==> config.mk <==
export PLATFORM = sky130hd
export DESIGN_NAME = ps2_direction_decoder
export DESIGN_NICKNAME = d
export VERILOG_FILES = /design/src/rtl/ps2_direction_decoder.sv
export SDC_FILE = /design/constraint.sdc
export NUM_CORES = 1
export LEC_CHECK = 0
export ABC_AREA = 0
export CAP_MARGIN = 10
export CORE_ASPECT_RATIO = 0.6
export CORE_MARGIN = 4
export CORE_UTILIZATION = 48
export CTS_BUF_LIST = sky130_fd_sc_hd__clkbuf_16
export DETAILED_ROUTE_END_ITERATION = 6
export PLACE_DENSITY = 0.7
export SYNTH_ARGS = -nofsm -noshare
export SYNTH_HDL_FRONTEND = slang
export SYNTH_SLANG_ARGS = --single-unit
==> constraint.sdc <==
create_clock -name clk -period 2.05 [get_ports clk]
set_clock_uncertainty 0.2 [all_clocks]
set_input_delay 0.41 -clock clk [delete_from_list [all_inputs] [get_ports clk]]
set_output_delay 0.41 -clock clk [all_outputs]
set_load 0.02 [all_outputs]
==> src/rtl/ps2_direction_decoder.sv <==
// ps2_direction_decoder
// Deframes raw PS/2 keyboard traffic and turns the arrow keys and the space
// bar into held-key controls for the player plane: a one-hot direction
// request and a fire level.
// Optional feature macro: PS2_PARITY_CHECK_EN. When it is defined, odd parity
// is enforced on every frame. When it is undefined, the parity bit is
// ignored.
module ps2_direction_decoder #(
    parameter int FILTER_LEN = 8,
    parameter int TIMEOUT    = 50000
) (
    input  logic       clk,
    input  logic       rst,
    input  logic       ps2_clk,
    input  logic       ps2_data,
    output logic [3:0] direction,
    output logic       fire,
    output logic [7:0] code,
    output logic       code_valid,
    output logic       frame_err
);

    localparam int FW = $clog2(FILTER_LEN + 1);
    localparam int TW = $clog2(TIMEOUT + 1);
    localparam logic [FW-1:0] FILT_LAST = FW'(FILTER_LEN - 1);
    localparam logic [TW-1:0] TIME_LAST = TW'(TIMEOUT - 1);

    typedef enum logic [1:0] {
        IDLE,
        DATA,
        PARITY,
        STOP
    } frame_state_t;

    frame_state_t    state_q, state_d;
    logic            clk_s1, clk_s2, data_s1, data_s2;
    logic            clk_level;
    logic [FW-1:0]   filt_cnt;
    logic            strobe;
    logic [TW-1:0]   timeout_cnt;
    logic [2:0]      bit_cnt;
    logic [7:0]      shift;
    logic            parity_ok;
    logic            accept, reject, timeout_hit;
    logic            ext, brk;
    logic [3:0]      held;
    logic [3:0]      arrow;
    logic            is_space;
    logic [3:0]      remaining;
    logic [3:0]      next_last;

    // Two-flop synchronizers; idle-high reset values prevent a fake edge after reset
    always_ff @(posedge clk or posedge rst) begin
        if (rst) begin
            clk_s1  <= 1'b1;
            clk_s2  <= 1'b1;
            data_s1 <= 1'b1;
            data_s2 <= 1'b1;
        end else begin
            clk_s1  <= ps2_clk;
            clk_s2  <= clk_s1;
            data_s1 <= ps2_data;
            data_s2 <= data_s1;
        end
    end

    // Glitch filter: the level flips only after FILTER_LEN consecutive disagreeing samples
    always_ff @(posedge clk or posedge rst) begin
        if (rst) begin
            clk_level <= 1'b1;
            filt_cnt  <= '0;
        end else if (clk_s2 == clk_level) begin
            filt_cnt <= '0;
        end else if (filt_cnt == FILT_LAST) begin
            clk_level <= clk_s2;
            filt_cnt  <= '0;
        end else begin
            filt_cnt <= filt_cnt + FW'(1);
        end
    end

    // The bit strobe is the cycle in which the filtered clock is about to fall
    assign strobe = clk_level && !clk_s2 && (filt_cnt == FILT_LAST);

`ifdef PS2_PARITY_CHECK_EN
    logic parity_bit;

    // Capture the parity bit so that odd parity can be judged in STOP
    always_ff @(posedge clk or posedge rst) begin
        if (rst) begin
            parity_bit <= 1'b0;
        end else if (strobe && state_q == PARITY) begin
            parity_bit <= data_s2;
        end
    end

    assign parity_ok = ^{shift, parity_bit};
`else
    assign parity_ok = 1'b1;
`endif

    // Frame state register
    always_ff @(posedge clk or posedge rst) begin
        if (rst) begin
            state_q <= IDLE;
        end else begin
            state_q <= state_d;
        end
    end

    // Frame sequencing: a stall abandons the frame, otherwise advance once per strobe
    always_comb begin
        state_d     = state_q;
        accept      = 1'b0;
        reject      = 1'b0;
        timeout_hit = 1'b0;
        if (state_q != IDLE && !strobe && timeout_cnt == TIME_LAST) begin
            timeout_hit = 1'b1;
            state_d     = IDLE;
        end else if (strobe) begin
            case (state_q)
                IDLE:    if (!data_s2) state_d = DATA;
                DATA:    if (bit_cnt == 3'd7) state_d = PARITY;
                PARITY:  state_d = STOP;
                STOP: begin
                    state_d = IDLE;
                    if (data_s2 && parity_ok) begin
                        accept = 1'b1;
                    end else begin
                        reject = 1'b1;
                    end
                end
                default: state_d = IDLE;
            endcase
        end
    end

    // Stall counter: cleared by every strobe, runs only while a frame is open
    always_ff @(posedge clk or posedge rst) begin
        if (rst) begin
            timeout_cnt <= '0;
        end else if (strobe || state_q == IDLE || timeout_hit) begin
            timeout_cnt <= '0;
        end else begin
            timeout_cnt <= timeout_cnt + TW'(1);
        end
    end

    // Shift the data bits in LSB first and count them
    always_ff @(posedge clk or posedge rst) begin
        if (rst) begin
            bit_cnt <= '0;
            shift   <= '0;
        end else if (strobe) begin
            if (state_q == IDLE) begin
                bit_cnt <= '0;
            end else if (state_q == DATA) begin
                shift   <= {data_s2, shift[7:1]};
                bit_cnt <= bit_cnt + 3'd1;
            end
        end
    end

    // Publish accepted bytes and report rejected or abandoned frames
    always_ff @(posedge clk or posedge rst) begin
        if (rst) begin
            code       <= '0;
            code_valid <= 1'b0;
            frame_err  <= 1'b0;
        end else begin
            code_valid <= accept;
            frame_err  <= reject | timeout_hit;
            if (accept) begin
                code <= shift;
            end
        end
    end

    // Map the current byte onto an arrow bit or the space key
    always_comb begin
        arrow    = 4'b0000;
        is_space = 1'b0;
        if (ext) begin
            case (code)
                8'h75:   arrow = 4'b0001;
                8'h72:   arrow = 4'b0010;
                8'h6B:   arrow = 4'b0100;
                8'h74:   arrow = 4'b1000;
                default: arrow = 4'b0000;
            endcase
        end else if (code == 8'h29) begin
            is_space = 1'b1;
        end
        remaining = held & ~arrow;
        next_last = remaining & (~remaining + 4'd1);
    end

    // Decoder: the prefix flags and held-key tracking; direction doubles as the last-pressed arrow
    always_ff @(posedge clk or posedge rst) begin
        if (rst) begin
            ext       <= 1'b0;
            brk       <= 1'b0;
            held      <= '0;
            direction <= '0;
            fire      <= 1'b0;
        end else if (code_valid) begin
            if (code == 8'hE0) begin
                ext <= 1'b1;
            end else if (code == 8'hF0) begin
                brk <= 1'b1;
            end else begin
                ext <= 1'b0;
                brk <= 1'b0;
                if (arrow != 4'b0000) begin
                    if (!brk) begin
                        held      <= held | arrow;
                        direction <= arrow;
                    end else begin
                        held <= remaining;
                        if (direction == arrow) begin
                            direction <= next_last;
                        end
                    end
                end
                if (is_space) begin
                    fire <= !brk;
                end
            end
        end
    end

endmodule

Yosys cells after proc, flatten, opt, wreduce, memory -nomap -nowiden --
Cells that the tools add are included.
Operators by class: multipliers 0, reduce and logical (&&, ||, !) cells 23, shift operators 0, eq/ne operators 19, magnitude comparators 0, mux-type cells 29, div/mod/pow operators 0, add/sub/neg operators 4, bitwise gates (word level) 10
Operator list (count):
- 8-bit by 7-bit equality test with 1-bit output (second input constant) | 4
- 4-bit two-way mux | 6
- 16-bit by 1-bit adder with 16-bit output (second input constant) | 1
- 16-bit equality test (second input constant) | 1
- 8-bit equality test (second input constant) | 2
- 16-bit two-way mux | 1
- 4-bit case mux with 4 select lines | 1
- 1-bit two-way mux | 14
- 4-bit by 1-bit adder with 4-bit output (second input constant) | 2
- 4-bit bitwise AND | 2
- 8-bit by 6-bit equality test with 1-bit output (second input constant) | 1
- 2-bit two-way mux | 4
- 4-bit inverter | 2
- 2-bit case mux with 4 select lines | 1
- 2-bit AND reduction | 4
- 4-bit AND reduction | 2
- 3-bit two-way mux | 2
- 3-bit != test (second input constant) | 2
- 3-bit AND reduction | 2
- 2-bit nonzero test | 3
- 5-bit AND reduction | 1
- 2-bit equality test (second input constant) | 2
- 4-bit by 3-bit equality test with 1-bit output (second input constant) | 1
- 4-bit equality test | 1
- 14 further kinds | 23
Storage, ports and cells: memory bits (writable) 0, memory bits (read-only) 0, input bits 4, latch bits 0, output and inout port bits 15, memories kept 0, register bits after elaboration 59

Logic depth before layout (Yosys ltp) --
Gate-level depths: netlist (run 1).
depth after elaboration 10, depth in mapped cells 8

Worst setup path after synthesis (run 1) --
No wires, ideal clock.
path type flip-flop to flip-flop, from register code[6], to register direction[0], buffers on the path 0, stages on the path, launching flop included 7, required time 1.724 ns, data arrival time 2.000 ns, setup time 0.126 ns, slack -0.276 ns, cell sequence dfrtp_1 -> and4bb_2 -> nand4b_1 -> mux2_2 -> o21ai_2 -> mux2_4 -> a221o_1
Between the ends: word-level cells in the longest chain between the ends 10
Ends and longest elaborated chain:
- from (decl) | RTL line 18 | output logic [7:0] code,
- from (signal assigned) | RTL line 174 | code <= shift;
- 8-bit by 7-bit equality test with 1-bit output | RTL line 184 | case (code)
- 4-bit case mux with 4 select lines | RTL line 184
- 4-bit two-way mux | RTL line 183 | if (ext) begin
- 4-bit inverter | RTL line 194 | remaining = held & ~arrow;
- 4-bit bitwise AND | RTL line 194
- 4-bit inverter | RTL line 195 | next_last = remaining & (~remaining + 4'd1);
- 4-bit by 1-bit adder with 4-bit output | RTL line 195
- 4-bit bitwise AND | RTL line 195
- 4-bit two-way mux | RTL line 220 | if (direction == arrow) begin
- 4-bit two-way mux | RTL line 215 | if (!brk) begin
- to (signal assigned) | RTL line 217 | direction <= arrow;
- to (signal assigned) | RTL line 221 | direction <= next_last;
- to (decl) | RTL line 16 | output logic [3:0] direction,
Several ways; a longest one is shown, not always the timed one. The select of a mux whose other input is x is not followed. A chain may end at the register's enable or synchronous reset.

Worst setup path after layout (run 1) --
from register code[3], to register direction[0]
The elaborated chain is that of the path after synthesis.

==> results of run 1 <==
[layout make-up]
class,count,area [um2]
clock buffer,9,225
clock inverter,7,52.6
fill,443,1820
inverter,11,45.0
multi-input combinational,186,1440
sequential,59,1490
tap,80,100
timing repair buffer,56,502
[logic make-up after synthesis]
kind of cell | Yosys count | synth area share
muxes | 21 | 0.0836
xor gates and xnor gates | 15 | 0.0460
AOI/OAI and AO/OA | 36 | 0.0810
and+or+nand+nor | 104 | 0.208
buffers and inverters | 16 | 0.0228
DFF | 59 | 0.519
adders and majority gates | 9 | 0.0394
[routing by layer]
layer  GRT usage  part of all wire  vias up
met5           0                 0        -
met3      0.0659             0.048        6
met4      0.0520            0.0087        0
li1            -                 -     1053
met2       0.300              0.45       35
met1       0.271              0.49     1060
[critical path, delay by kind of cell (launching register included)]
kind	cells	cell delay (ps)
AO/OA/AOI/OAI	2	450
flip-flops	1	410
multiplexers	2	670
AND/OR/NAND/NOR	2	520
[worst min path at each step]
stage | start | slack (ps) | end | depth (start not counted)
floorplan | clk_s1 | 150 | clk_s2 | 0
global placement | data_s1 | 150 | data_s2 | 0
detailed placement | clk_s1 | 150 | clk_s2 | 0
CTS | data_s1 | 160 | data_s2 | 0
global route | data_s1 | 160 | data_s2 | 0
finish | data_s1 | 160 | data_s2 | 0
[state kept, by name, summed over array words and instances, names as in the netlist, named ones only]
register and cells:
bit_cnt 3, brk 1, clk_level 1, clk_s1 1, clk_s2 1, code 8, code_valid 1, data_s1 1
data_s2 1, direction 4, ext 1, filt_cnt 4, fire 1, frame_err 1, shift 8, state_q 2
timeout_cnt 16
[layout by cell type (no fill, tap or decap), types with 4 or more instances in the layout]
cell,n
sky130_fd_sc_hd__a21oi_1,6
sky130_fd_sc_hd__and3_1,6
sky130_fd_sc_hd__buf_4,33
sky130_fd_sc_hd__clkbuf_16,9
sky130_fd_sc_hd__clkdlybuf4s50_1,9
sky130_fd_sc_hd__clkinvlp_4,5
sky130_fd_sc_hd__dfrtp_1,48
sky130_fd_sc_hd__dfrtp_2,6
sky130_fd_sc_hd__dfstp_2,5
sky130_fd_sc_hd__dlygate4sd2_1,6
sky130_fd_sc_hd__ha_1,9
sky130_fd_sc_hd__inv_1,10
sky130_fd_sc_hd__mux2_2,17
sky130_fd_sc_hd__nand2_1,13
sky130_fd_sc_hd__nand3_1,10
sky130_fd_sc_hd__nand4_1,4
sky130_fd_sc_hd__nor2_1,29
sky130_fd_sc_hd__nor3_1,8
sky130_fd_sc_hd__o21ai_0,10
sky130_fd_sc_hd__o31ai_1,5
sky130_fd_sc_hd__xnor2_1,7
sky130_fd_sc_hd__xor2_1,8
[power by group through the flow]
stage | Combinational (mW) | Clock [mW] | Sequential, mW
6_report | 0.0964 | 1.37 | 1.22
5_1_grt | 0.109 | 1.47 | 1.22
4_1_cts | 0.0977 | 1.40 | 1.22
3_5_place_dp | 0.0962 | 0 | 1.24
3_3_place_gp | 0.0952 | 0 | 1.24
2_1_floorplan | 0.0598 | 0 | 1.23
[stage by stage]
stage | setup TNS, ps | cell area (um2)
after floorplan | -696 | 2880
after global placement | -764 | 3410
after detailed placement | -1150 | 3410
after CTS | -746 | 3810
after global routing | -1360 | 3860
final | -1010 | 3860
[timing repair]
item / CTS / global route
gates resized for setup: 30 / 14
setup endpoints to repair: 18 / 42
pin swaps: 9 / 6
buffers inserted: 4 / 1
cloned: 1 / 0
hold buffers: 0 / 0
==> results.rst, run 1 <==
.. list-table::
   :header-rows: 1

   * - Metric
     - Value
   * - Share of synthesized area occupied by flip-flops and latches
     - 0.519
   * - Most numerous cell in the Yosys netlist
     - sky130_fd_sc_hd__dfrtp_1
   * - Global-route wire length before repair
     - 10.6 mm
   * - Average routed wire per standard cell
     - 16.0 um
   * - Number of distinct library cells after synthesis
     - 53
   * - CORE AREA
     - 0.00568 mm2
   * - Number of diodes added for antenna fixing
     - 0
   * - Chain of cells forming the critical path
     - and4bb_2 > nand4b_1 > mux2_4 > o21ai_4 > mux2_4 > a221o_1
   * - Worst setup path endpoint
     - direction[0]
   * - Sw Ratio
     - 0.230
   * - Worst Setup Slack post-DPL
     - -261 ps
   * - Worst-Skew Late Latency
     - 330 ps
   * - FF-to-FF path depth
     - 6
   * - Number of antenna violations at the first check in global routing
     - 0
   * - Unrepaired setup endpoints after global routing
     - yes
   * - Number of placement rows
     - 21
   * - Gr usage total
     - 0.197
   * - Sequential fraction of design power
     - 0.453
   * - Synthesis Warnings
     - 0
   * - Nature of the critical path startpoint
     - flop
   * - Initial core utilization
     - 0.504
   * - Hold Worst Slack
     - 156 ps
   * - Average vias per placed instance
     - 5.28
   * - Crit path top cell by count
     - sky130_fd_sc_hd__mux2_4
   * - Max Slew Vio Count
     - 0
   * - Max IR drop VDD
     - 0.000587 V
   * - Average instance area after synthesis
     - 11.0 um2
   * - Placed insts
     - 387
   * - Slowest stage cell, crit path
     - sky130_fd_sc_hd__dfrtp_2
   * - Total number of H-tree levels
     - 3
   * - Sum of routed wire length over all layers
     - 6.55 mm
   * - Static leakage power
     - 1.78 nW
   * - Power after layout
     - 2.68 mW
   * - Capturing element type of the critical path
     - flop
   * - Largest incremental delay on the critical path
     - 410 ps
   * - Cell type contributing the most total cell area after synthesis
     - sky130_fd_sc_hd__dfrtp_1
   * - Root buffer cell
     - sky130_fd_sc_hd__clkbuf_16
   * - Cell-internal power
     - 2.07 mW
   * - Leading cell types by count after synthesis
     - 54 x sky130_fd_sc_hd__dfrtp_1, 31 x sky130_fd_sc_hd__nor2_1, 19 x sky130_fd_sc_hd__mux2_2, 14 x sky130_fd_sc_hd__nand2_1, 13 x sky130_fd_sc_hd__o21ai_0
   * - Layout area overhead
     - 35.0%
   * - Clock Tree Buf Depth
     - 2
   * - Critical Path Source
     - code[3]
   * - Inserted Clock Buffers
     - 9
   * - Final Wtd Congestion
     - 0.845
   * - Share of the core filled with cells in the final layout
     - 0.680
   * - Via count of the first global-routing pass
     - 2084
   * - Final std cells w/o fill
     - 408
   * - Post-synth design cell area
     - 0.00286 mm2
   * - Setup Crit Path Kind
     - flop to flop
   * - Upper clock frequency limit
     - 422 MHz
   * - TritonCTS clock tree
     - built
   * - Final hold violations
     - 0
   * - Power density normalized to cell area
     - 695 mW/mm2
   * - Required time reported for the critical path endpoint
     - 2060 ps
   * - Count of vias placed by the detailed router
     - 2154
   * - Final-report setup violation count
     - 4
   * - Post-synth ARST share
     - 1.00
   * - Post-synth EDFFs
     - 0
   * - Failing checks
     - negative setup slack
   * - Arrival time of the worst setup path
     - 2380 ps
   * - Remaining design rule violation count
     - 0
   * - Max_slew headroom
     - 0.678
   * - Total net switching power
     - 0.616 mW
   * - Total overflow reported by the global router
     - 0
   * - Layout cell share with drive strength beyond 1
     - 0.351
   * - I/O pin count
     - 19
   * - Cells taking the most area after synthesis
     - sky130_fd_sc_hd__dfrtp_1 47%, sky130_fd_sc_hd__mux2_2 7.5%, sky130_fd_sc_hd__dfstp_2 4.6%
   * - Post-synthesis sequential element count
     - 59
   * - Number of clock sinks
     - 59
   * - Die extent in y
     - 67.8 um
   * - Die span in x
     - 108 um
   * - Proportion of power drawn by the clock network
     - 0.511
   * - Actual transition at the worst max-transition pin
     - 482 ps
   * - CTS clock-pin slew for the worst setup and hold paths
     - 50 ps
   * - Pin count of the biggest net entering global routing
     - 22
   * - Worst Hold Class
     - flop to flop
   * - Part of the power in combinational logic
     - 0.036
   * - Min Clock Period, post-route
     - 2370 ps
   * - Overall die area
     - 0.00729 mm2
   * - Largest driver fanout on the critical path
     - 4
   * - HPWL after detailed placement
     - 4.45 mm
   * - Fin worst setup slack
     - -319 ps
   * - Remaining antenna violation count
     - 0
   * - Drt initial violations
     - 67
   * - Nets in the synthesized netlist
     - 273
   * - Final cycle utilization of the critical path
     - 1.16
   * - FF-to-FF End
     - direction[0]
   * - Number of max-cap violations
     - 0
   * - R2r startpoint
     - code[3]
   * - Share of Yosys cell area claimed by the top area cell type
     - 0.473
   * - Outcome
     - finished with violations
   * - Gate count of the mapped netlist
     - 260
   * - I/O Buffers
     - 18
   * - Drt first pass iters
     - 4
   * - Nets
     - 336
   * - R2r setup slk
     - -320 ps
   * - Most used flip-flop cell after synthesis
     - sky130_fd_sc_hd__dfrtp_1
(Power assumes the default switching activity.)
==> inputs of run 2 (changes only) <==
--- a/config.mk
+++ b/config.mk
@@ -12,6 +12,7 @@
 export CORE_UTILIZATION = 48
 export CTS_BUF_LIST = sky130_fd_sc_hd__clkbuf_16
 export DETAILED_ROUTE_END_ITERATION = 6
+export MAX_ROUTING_LAYER = met4
 export PLACE_DENSITY = 0.7
 export SYNTH_ARGS = -nofsm -noshare
 export SYNTH_HDL_FRONTEND = slang
==> results.rst, run 2 (same netlist as run 1, synthesis figures left out) <==
.. list-table::
   :header-rows: 1

   * - Metric
     - Value
   * - Outcome
     - finished with violations
   * - Failing checks
     - negative setup slack
   * - Actual transition at the worst max-transition pin
     - 482 ps (-0.281 ps)
   * - Layout area overhead
     - 35.0% (unchanged)
   * - Total number of H-tree levels
     - 3 (unchanged)
   * - Slowest stage cell, crit path
     - sky130_fd_sc_hd__dfrtp_2
   * - CTS clock-pin slew for the worst setup and hold paths
     - 60 ps (about the same)
   * - Hold Buf Count CTS
     - 0 (unchanged)
   * - Pin count of the biggest net entering global routing
     - 22 (unchanged)
   * - Remaining antenna violation count
     - 0 (unchanged)
   * - Number of clock sinks
     - 59 (unchanged)
   * - Power after layout
     - 2.69 mW (+0.11%)
   * - Max Slew Vio Count
     - 0 (unchanged)
   * - Average vias per placed instance
     - 5.28 (unchanged)
   * - Initial core utilization
     - 0.504 (unchanged)
   * - Setup Crit Path Kind
     - flop to flop
   * - Crit path top cell by count
     - sky130_fd_sc_hd__mux2_4
   * - Max IR drop VDD
     - 0.000588 V (+0.10%)
   * - Number of placement rows
     - 21 (unchanged)
   * - Average routed wire per standard cell
     - 16.1 um (+0.35%)
   * - Largest incremental delay on the critical path
     - 410 ps (about the same)
   * - Sum of routed wire length over all layers
     - 6.57 mm (+0.35%)
   * - Static leakage power
     - 1.78 nW (unchanged)
   * - Register ranked first by flip-flop count
     - timeout_cnt
   * - Unrepaired setup endpoints after global routing
     - yes
   * - Largest regs
     - timeout_cnt x16, code x8, shift x8
   * - Inserted Clock Buffers
     - 9 (unchanged)
   * - Worst Setup Slack post-DPL
     - -261 ps (unchanged)
   * - Count of vias placed by the detailed router
     - 2154 (unchanged)
   * - Total overflow reported by the global router
     - 0 (unchanged)
   * - Clock Tree Buf Depth
     - 2 (unchanged)
   * - Final Wtd Congestion
     - 0.858 (+1.6%)
   * - Largest delay contributor family on the critical path
     - multiplexers
   * - Final cycle utilization of the critical path
     - 1.15 (-0.00128)
   * - Arrival time of the worst setup path
     - 2370 ps (about the same)
   * - Drt first pass iters
     - 4 (unchanged)
   * - Via count of the first global-routing pass
     - 2082 (-0.096%)
   * - Filler cell count
     - 443 (unchanged)
   * - CORE AREA
     - 0.00568 mm2 (unchanged)
   * - I/O Buffers
     - 18 (unchanged)
   * - Overall die area
     - 0.00729 mm2 (unchanged)
   * - TritonCTS clock tree
     - built
   * - Worst path bufs/invs
     - 0 (unchanged)
   * - Power density normalized to cell area
     - 696 mW/mm2 (+0.11%)
   * - Final hold violations
     - 0 (unchanged)
   * - WHS Endpoint
     - data_s2
   * - Number of antenna violations at the first check in global routing
     - 0 (unchanged)
   * - Root buffer cell
     - sky130_fd_sc_hd__clkbuf_16
   * - Min Clock Period, post-route
     - 2370 ps (-2.63 ps)
   * - FF-to-FF End
     - direction[0]
   * - Drt initial violations
     - 89 (+33%)
   * - Final-report setup violation count
     - 4 (unchanged)
   * - Remaining design rule violation count
     - 0 (unchanged)
   * - Commonest non-fill, non-tap cells in the layout
     - 48 x sky130_fd_sc_hd__dfrtp_1, 33 x sky130_fd_sc_hd__buf_4, 29 x sky130_fd_sc_hd__nor2_1
   * - Launch instance of the worst min-delay path
     - data_s1
   * - Fin worst setup slack
     - -316 ps (+2.63 ps)
   * - Upper clock frequency limit
     - 423 MHz (+0.11%)
   * - Die span in x
     - 108 um (unchanged)
   * - Commonest non-fill, non-tap cell in the layout
     - sky130_fd_sc_hd__dfrtp_1
   * - I/O pin count
     - 19 (unchanged)
   * - Nature of the critical path startpoint
     - flop
   * - Number of diodes added for antenna fixing
     - 0 (unchanged)
   * - R2r startpoint
     - code[3]
   * - Worst Hold Class
     - flop to flop
   * - Nets
     - 336 (unchanged)
   * - Die extent in y
     - 67.8 um (unchanged)
   * - Number of flip-flops in the largest register
     - 16 (unchanged)
   * - Largest driver fanout on the critical path
     - 4 (unchanged)
   * - Global-route wire length before repair
     - 10.6 mm (+0.13%)
   * - HPWL after detailed placement
     - 4.45 mm (unchanged)
   * - Worst-Skew Late Latency
     - 330 ps (about the same)
   * - Cell depth of the worst hold path
     - 0 (unchanged)
   * - R2r setup slk
     - -320 ps (about the same)
   * - Layout cell share with drive strength beyond 1
     - 0.351 (unchanged)
   * - FF-to-FF path depth
     - 6 (unchanged)
   * - Max_slew headroom
     - 0.679 (about the same)
   * - Required time reported for the critical path endpoint
     - 2060 ps (about the same)
   * - Number of max-cap violations
     - 0 (unchanged)
   * - Capturing element type of the critical path
     - flop
   * - Chain of cells forming the critical path
     - and4bb_2 > nand4b_1 > mux2_4 > o21ai_4 > mux2_4 > a221o_1
   * - Gr usage total
     - 0.202 (+0.00572)
## run 2: cell counts in the layout (fill, tap and decap cells not counted)
Identical to the previous run, type by type.
## run 2: how the worst max path moves through the flow
stage | start | to | slack [ps] | cells past startpoint
3_3_place_gp | code[3] | direction[0] | -230 | 6
5_1_grt | code[0] | direction[0] | -390 | 6
4_1_cts | code[3] | direction[0] | -260 | 6
2_1_floorplan | code[3] | direction[0] | -220 | 6
6_report | code[3] | direction[0] | -320 | 6
3_5_place_dp | code[3] | direction[0] | -260 | 6
## run 2: routing by layer
| layer | vias to the layer above | track usage | part of all wire |
|---|---|---|---|
| met5 | - | - | 0 |
| met4 | 0 | 0.0520 | 0.0090 |
| met3 | 8 | 0.0659 | 0.047 |
| met2 | 46 | 0.300 | 0.45 |
| met1 | 1050 | 0.270 | 0.50 |
| li1 | 1050 | - | - |
## run 2: area by class of cell
class                           count  area, um2  area share
Sequential cell                    59       1490       0.386
Multi-Input combinational cell    186       1440       0.374
Timing Repair Buffer               56        502       0.130
Clock buffer                        9        225      0.0584
Tap cell                           80        100      0.0259
Clock inverter                      7       52.6      0.0136
Inverter                           11       45.0      0.0117
## run 2: worst reg2reg max path, stage by stage, from the launching register on
cell                       delay [ps]
sky130_fd_sc_hd__dfrtp_2          410
sky130_fd_sc_hd__and4bb_2         320
sky130_fd_sc_hd__nand4b_1         200
sky130_fd_sc_hd__mux2_4           360
sky130_fd_sc_hd__o21ai_4          160
sky130_fd_sc_hd__mux2_4           310
sky130_fd_sc_hd__a221o_1          290
## run 2: through the flow
stage / area, um2 / util / hold slack (ps) / TNS (ps) / cells
3_5_place_dp: 3410 / 0.601 / 148 / -1150 / 387
4_1_cts: 3810 / 0.671 / 157 / -746 / 407
6_report: 3860 / 0.680 / 156 / -1000 / 408
5_1_grt: 3860 / 0.680 / 163 / -1360 / 408
2_1_floorplan: 2880 / - / 145 / -696 / 260
3_3_place_gp: 3410 / 0.601 / 148 / -764 / 387
## run 2: power by group
group / total, mW / switching [mW] / leakage [nW] / internal [mW]
combinational: 0.0965 / 0.0498 / 0.864 / 0.0467
clock: 1.37 / 0.551 / 0.124 / 0.821
sequential: 1.22 / 0.0181 / 0.795 / 1.20
## run 2: timing repair
action                     in CTS  in global routing
setup buffers                   4                  1
gates resized for setup        30                 14
gates cloned                    1                  0
pin swaps                       9                  6
setup endpoints to repair      18                 42
